$ cat src/rtl/sequence_player.sv
// sequence_player
// ---------------------------------------------------------------------------
// Plays back a stored list of 2-bit colours, oldest first. Each colour is
// shown for ON_CYCLES clocks and followed by a dark gap of OFF_CYCLES clocks.
// A one-cycle done pulse marks the end of playback.
//
// Ports
//   clk          : single clock, rising edge
//   reset        : synchronous, active-low reset
//   start        : playback request, honoured only in IDLE
//   length[5:0]  : number of colours to play (values above 32 count as 32)
//   segment      : colour store, [1] newest ... [N] oldest, [0] unused
//   abort        : (only with PLAYER_ABORT_EN) ends playback early
//   colour_out   : colour being shown, 2'b00 when dark
//   colour_valid : high while a colour is shown
//   busy         : high from the cycle after an accepted start through done
//   done         : one-cycle pulse at the end of playback
//
// Configuration
//   PLAYER_ABORT_EN : when defined, adds the abort input. abort=1 in ON or
//                     OFF jumps to DONE on the next cycle.
// ---------------------------------------------------------------------------
module sequence_player #(
    parameter int unsigned ON_CYCLES  = 25000000,
    parameter int unsigned OFF_CYCLES = 12500000
) (
    input  logic             clk,
    input  logic             reset,
    input  logic             start,
    input  logic [5:0]       length,
    input  logic [32:0][1:0] segment,
`ifdef PLAYER_ABORT_EN
    input  logic             abort,
`endif
    output logic [1:0]       colour_out,
    output logic             colour_valid,
    output logic             busy,
    output logic             done
);

    localparam int unsigned MAX_CYCLES = (ON_CYCLES > OFF_CYCLES) ? ON_CYCLES : OFF_CYCLES;
    localparam int unsigned CNT_W      = $clog2(MAX_CYCLES + 1);

    localparam logic [CNT_W-1:0] ON_LAST  = CNT_W'(ON_CYCLES - 1);
    localparam logic [CNT_W-1:0] OFF_LAST = CNT_W'(OFF_CYCLES - 1);

    typedef enum logic [1:0] {
        IDLE = 2'd0,
        ON   = 2'd1,
        OFF  = 2'd2,
        DONE = 2'd3
    } state_t;

    state_t            state;
    logic [CNT_W-1:0]  cnt;
    logic [5:0]        index;
    logic [32:0][1:0]  snapshot;

    logic [5:0]        len_clamped;
    logic [5:0]        index_prev;
    logic              abort_req;

    assign len_clamped = (length > 6'd32) ? 6'd32 : length;
    assign index_prev  = index - 6'd1;

`ifdef PLAYER_ABORT_EN
    assign abort_req = abort;
`else
    assign abort_req = 1'b0;
`endif

    // NOTE: the snapshot is an ordinary register bank, not a RAM, so it is
    // reset to zero along with the rest of the state at no extra cost.
    always_ff @(posedge clk) begin
        if (!reset) begin
            state        <= IDLE;
            cnt          <= '0;
            index        <= '0;
            snapshot     <= '0;
            colour_out   <= 2'b00;
            colour_valid <= 1'b0;
            busy         <= 1'b0;
            done         <= 1'b0;
        end else begin
            // NOTE: non-blocking assignments throughout, so every branch sees
            // the values from before this edge (e.g. snapshot is not yet
            // loaded on the accept edge, hence colour_out reads segment).
            case (state)
                IDLE: begin
                    if (start) begin
                        snapshot <= segment;
                        index    <= len_clamped;
                        cnt      <= '0;
                        busy     <= 1'b1;
                        if (len_clamped == 6'd0) begin
                            state <= DONE;
                            done  <= 1'b1;
                        end else begin
                            state        <= ON;
                            colour_valid <= 1'b1;
                            colour_out   <= segment[len_clamped];
                        end
                    end
                end

                ON: begin
                    if (abort_req) begin
                        state        <= DONE;
                        cnt          <= '0;
                        colour_valid <= 1'b0;
                        colour_out   <= 2'b00;
                        done         <= 1'b1;
                    end else if (cnt == ON_LAST) begin
                        state        <= OFF;
                        cnt          <= '0;
                        colour_valid <= 1'b0;
                        colour_out   <= 2'b00;
                    end else begin
                        cnt <= cnt + 1'b1;
                    end
                end

                OFF: begin
                    if (abort_req) begin
                        state <= DONE;
                        cnt   <= '0;
                        done  <= 1'b1;
                    end else if (cnt == OFF_LAST) begin
                        cnt <= '0;
                        if (index == 6'd1) begin
                            state <= DONE;
                            done  <= 1'b1;
                        end else begin
                            // Walk towards the newest colour.
                            state        <= ON;
                            index        <= index_prev;
                            colour_valid <= 1'b1;
                            colour_out   <= snapshot[index_prev];
                        end
                    end else begin
                        cnt <= cnt + 1'b1;
                    end
                end

                DONE: begin
                    state <= IDLE;
                    done  <= 1'b0;
                    busy  <= 1'b0;
                end

                default: state <= IDLE;
            endcase
        end
    end

endmodule
$ cat config.mk
export PLATFORM = sky130hd
export DESIGN_NAME = sequence_player
export DESIGN_NICKNAME = d
export VERILOG_FILES = /design/src/rtl/sequence_player.sv
export SDC_FILE = /design/constraint.sdc
export NUM_CORES = 1
export LEC_CHECK = 0
export CAP_MARGIN = 20
export CORE_MARGIN = 2
export CORE_UTILIZATION = 40
export CTS_CLUSTER_SIZE = 14
export DETAILED_ROUTE_END_ITERATION = 8
export GPL_TIMING_DRIVEN = 0
export PLACE_DENSITY = 0.7
export SYNTH_ARGS = -nofsm -noshare
export SYNTH_HDL_FRONTEND = slang
export SYNTH_SLANG_ARGS = --single-unit
export TNS_END_PERCENT = 1
$ cat constraint.sdc
create_clock -name clk -period 3.9 [get_ports clk]
set_clock_uncertainty 0.2 [all_clocks]
set_input_delay 0.585 -clock clk [delete_from_list [all_inputs] [get_ports clk]]
set_output_delay 0.585 -clock clk [all_outputs]
set_load 0.03 [all_outputs]
==> implementation parameters <==
Parameter                              Value

Outcome
  Run status ... complete, no violations

Power and ir drop
  Pwr per Cell Area ... approximately 540 mW/mm^2
  Overall power consumption ... between 0.003 and 0.004 W
  Switching component of the power ... roughly 0.0015 W
  VDD IR max ... 289 uV
  Switching power share of the total ... 38.8%
  Internal portion of total power ... 0.00232 W
  Proportion of power drawn by the clock network ... 24.5%
  Sequential cell fraction of total power ... 34.2%
  Share of power burned in combinational logic ... roughly two fifths
  Leakage power of the design ... 2.39 nW

Floorplanning
  Placement row count ... 43
  I/O pin count ... 80
  Die outline area ... roughly 0.015 mm^2
  Height of the die ... 123 um
  Core region area ... ~0.014 mm^2
  Initial standard-cell utilization of the core ... 40.9%
  Horizontal die dimension ... 123 um

Min path
  HP Class ... reg2reg

Logic synthesis
  Syn Nets ... between 700 and 800
  Post-synthesis instance total ... 694
  Total of warnings raised by yosys ... 0
  Number of flip-flops and latches in the synthesized netlist ... 104
  Summed instance area of the synthesized netlist ... around 0.0056 mm^2
  Post-synth top flop ... dfxtp_1
  EDFF count, synth ... 0
  Share of flip-flops with an asynchronous set or reset after synthesis ... 0%
  Synthesized area divided by synthesized cell count ... 8.14 um^2
  Count of unique library cells instantiated by Yosys ... 65
  Part of the Yosys area used for sequential elements ... between 30% and 40%

Global route
  Global-route met1 utilization ... between 30% and 40%
  Via count of the first global-routing pass ... 5215
  Global-route wire length before repair ... 26800 um
  Global Route met2 Usage ... 36.8%
  Grt ovf ... 0
  Number of antenna violations at the first check in global routing ... 0
  Pin count of the biggest net entering global routing ... 17
  Met3 track demand over resource in global routing ... 5.11%
  Total routing usage reported by global routing ... 22.9%
  Gr busiest metal ... met2

Finish
  Layout cells sized above 1 ... 8.29%
  Antenna diode count ... 0
  Most common library cell in the layout ignoring fill and taps ... nand2_1
  Highest-count cells in the layout ignoring fill and taps ... nand2_1, dfxtp_1, a21oi_1
  NumNets Final ... 863
  Layout-stage area growth over the synthesis result ... 23.2%
  Post-Layout Inst Area ... between 0.006 and 0.007 mm^2
  Post-layout utilization of the core ... 50.3%

Timing
  Min Tclk post-route ... between 3 and 4 ns
  Transition at the pin with the smallest max-transition slack ... 0.843 ns
  Number of hold violations in the final report ... 0
  Maximum clock frequency ... 271 MHz
  Unrepaired setup endpoints after global routing ... no
  Rel. slew slack ... a little over two fifths
  Final number of max-transition violations ... 0
  Total negative slack for setup checks ... 0 ns
  Number of setup violations in the final report ... 0
  Final period utilization ... 94.6%

Critical path
  CP Max Fanout ... 10
  Data required time at the worst endpoint ... 3.94 ns
  Largest stage delay, worst path ... about 0.69 ns
  Sort of element at the end of the critical path ... flop
  Worst-path cell with the longest stage delay ... clkdlybuf4s50_1
  Critical Path Source Type ... primary input
  Critical path cell sequence ... clkdlybuf4s50_1, buf_1, clkbuf_1, mux4_2, mux2i_1, nor2_1, o31ai_1, a31oi_1
  Arrival time at the worst endpoint ... 3.73 ns
  Critical Setup Path Class ... in2reg

CTS
  TritonCTS clock tree ... done
  Source-to-sink clock delay at the later pin of the worst-skew pair ... 0.35 ns
  CTS Root Buffer Type ... clkbuf_16
  Total number of clock tree sinks ... ~100
  Total CTS buffers ... 9
  Hold_buf cts ... 0
  Clock-pin transition on the worst setup and hold timing paths ... 0.07 ns
  Clk buf depth ... 2
  H-tree depth ... 3

Placed design
  Routability cong. ... 0.949
  Placed Area ... 0.00665 mm^2
  DP HPWL ... 12400 um
  Port buffer count ... 77

Drt
  TritonRoute pass-1 iters ... 5
  Total vias in the final route ... 5578
  Drc violations ... 0
  Wire length per cell ... 17.4 um
  Antenna-violating nets left ... 0
  Number of violations reported at the end of detailed-routing iteration 0 ... 474
  Vias per inst ... 5.79
  Detailed Route WL ... around 17000 um

Run
  Max Cap Viol ... 0
## synthesized netlist by cell type (7+ instances only)
| cell | instances | area (um^2) |
|---|---|---|
| a21oi_1 | 88 | 440 |
| nor3_1 | 13 | 65.1 |
| xor2_1 | 10 | 87.6 |
| dfxtp_1 | 104 | 2080 |
| o21ai_0 | 17 | 85.1 |
| nor4_1 | 8 | 50.1 |
| nand4_1 | 13 | 81.3 |
| buf_1 | 9 | 33.8 |
| nand2_1 | 167 | 627 |
| nor2b_1 | 8 | 50.1 |
| xnor2_1 | 7 | 61.3 |
| mux4_2 | 19 | 428 |
| ha_1 | 7 | 87.6 |
| mux2i_1 | 15 | 150 |
| mux2_2 | 7 | 78.8 |
| nand2b_1 | 8 | 50.1 |
| inv_1 | 10 | 37.5 |
| clkbuf_1 | 38 | 143 |
| a31oi_1 | 12 | 75.1 |
| nor2_1 | 39 | 146 |
| a2111oi_0 | 7 | 61.3 |
| nand3_1 | 10 | 50.1 |
## power by group through the flow
stage | registers [W] | clock network (W) | logic (W)
after floorplan | 0.00133 | 0 | 0.00100
after global placement | 0.00131 | 0 | 0.00150
after detailed placement | 0.00132 | 0 | 0.00150
after CTS | 0.00129 | 0.000943 | 0.00152
after global routing | 0.00131 | 0.000973 | 0.00168
final | 0.00130 | 0.000927 | 0.00156
## path summary, 6_finish.rpt
check | end | slack, ns | depth (start not counted) | start
setup / recovery | colour_out[0] | 0.21 | 8 | length[0]
hold / removal | snapshot[22] | 0.25 | 2 | snapshot[22]
setup reg to reg | colour_out[1] | 0.21 | 11 | index[0]
hold reg to reg | snapshot[22] | 0.25 | 2 | snapshot[22]
## per-stage QoR
step / hold WS [ns] / std cells / worst slack [ns]
6_report: 0.254 / 964 / 0.209
3_3_place_gp: 0.239 / 951 / -1.17
3_5_place_dp: 0.243 / 951 / -1.13
4_1_cts: 0.253 / 964 / 0.0674
5_1_grt: 0.274 / 964 / 0.0656
2_1_floorplan: 0.232 / 694 / 0.233
## what timing repair did
| item | 4_1_cts | 5_1_grt |
|---|---|---|
| endpoints found under the setup margin | 3 | 2 |
| cloned | 0 | 0 |
| buffers inserted | 0 | 0 |
| gates resized for setup | 5 | 5 |
## routing by layer
metal  wire [um]  vias to the layer above
met3        1210                       45
met4         516                        0
met2        7890                      242
li1            -                     2673
met1        7190                     2618
met5           0                        -
## cell families after synthesis
family | after synthesis | synth area share [%]
AOI/OAI and AO/OA | 169 | 19.2
xor gates and xnor gates | 17 | 2.64
adders and majority gates | 7 | 1.55
buffers and inverters | 60 | 4.19
DFF | 104 | 36.9
muxes | 41 | 11.6
and+or+nand+nor | 296 | 24.0
## critical path, delay by kind of cell
| family | cells | cell delay, ns |
|---|---|---|
| compound gates | 2 | 0.34 |
| buf+inv | 3 | 1.92 |
| mux | 2 | 0.81 |
| simple gates | 1 | 0.07 |
## sequential cells by signal (all words and copies together), names as in the netlist
signal	flops
colour_out	2
state	2
busy	1
colour_valid	1
snapshot	66
done	1
cnt	25
index	6
## area by class of cell
class | instances | area [um^2]
inverters | 11 | 41.3
multi-input cells | 530 | 3350
clock buffers | 10 | 239
repair buffers | 77 | 771
well taps | 180 | 225
flip-flops and latches | 104 | 2080
plain buffers | 48 | 200
fillers | 1371 | 6870
clock inverters | 4 | 55.1
Power figures use the tool's default switching activity.
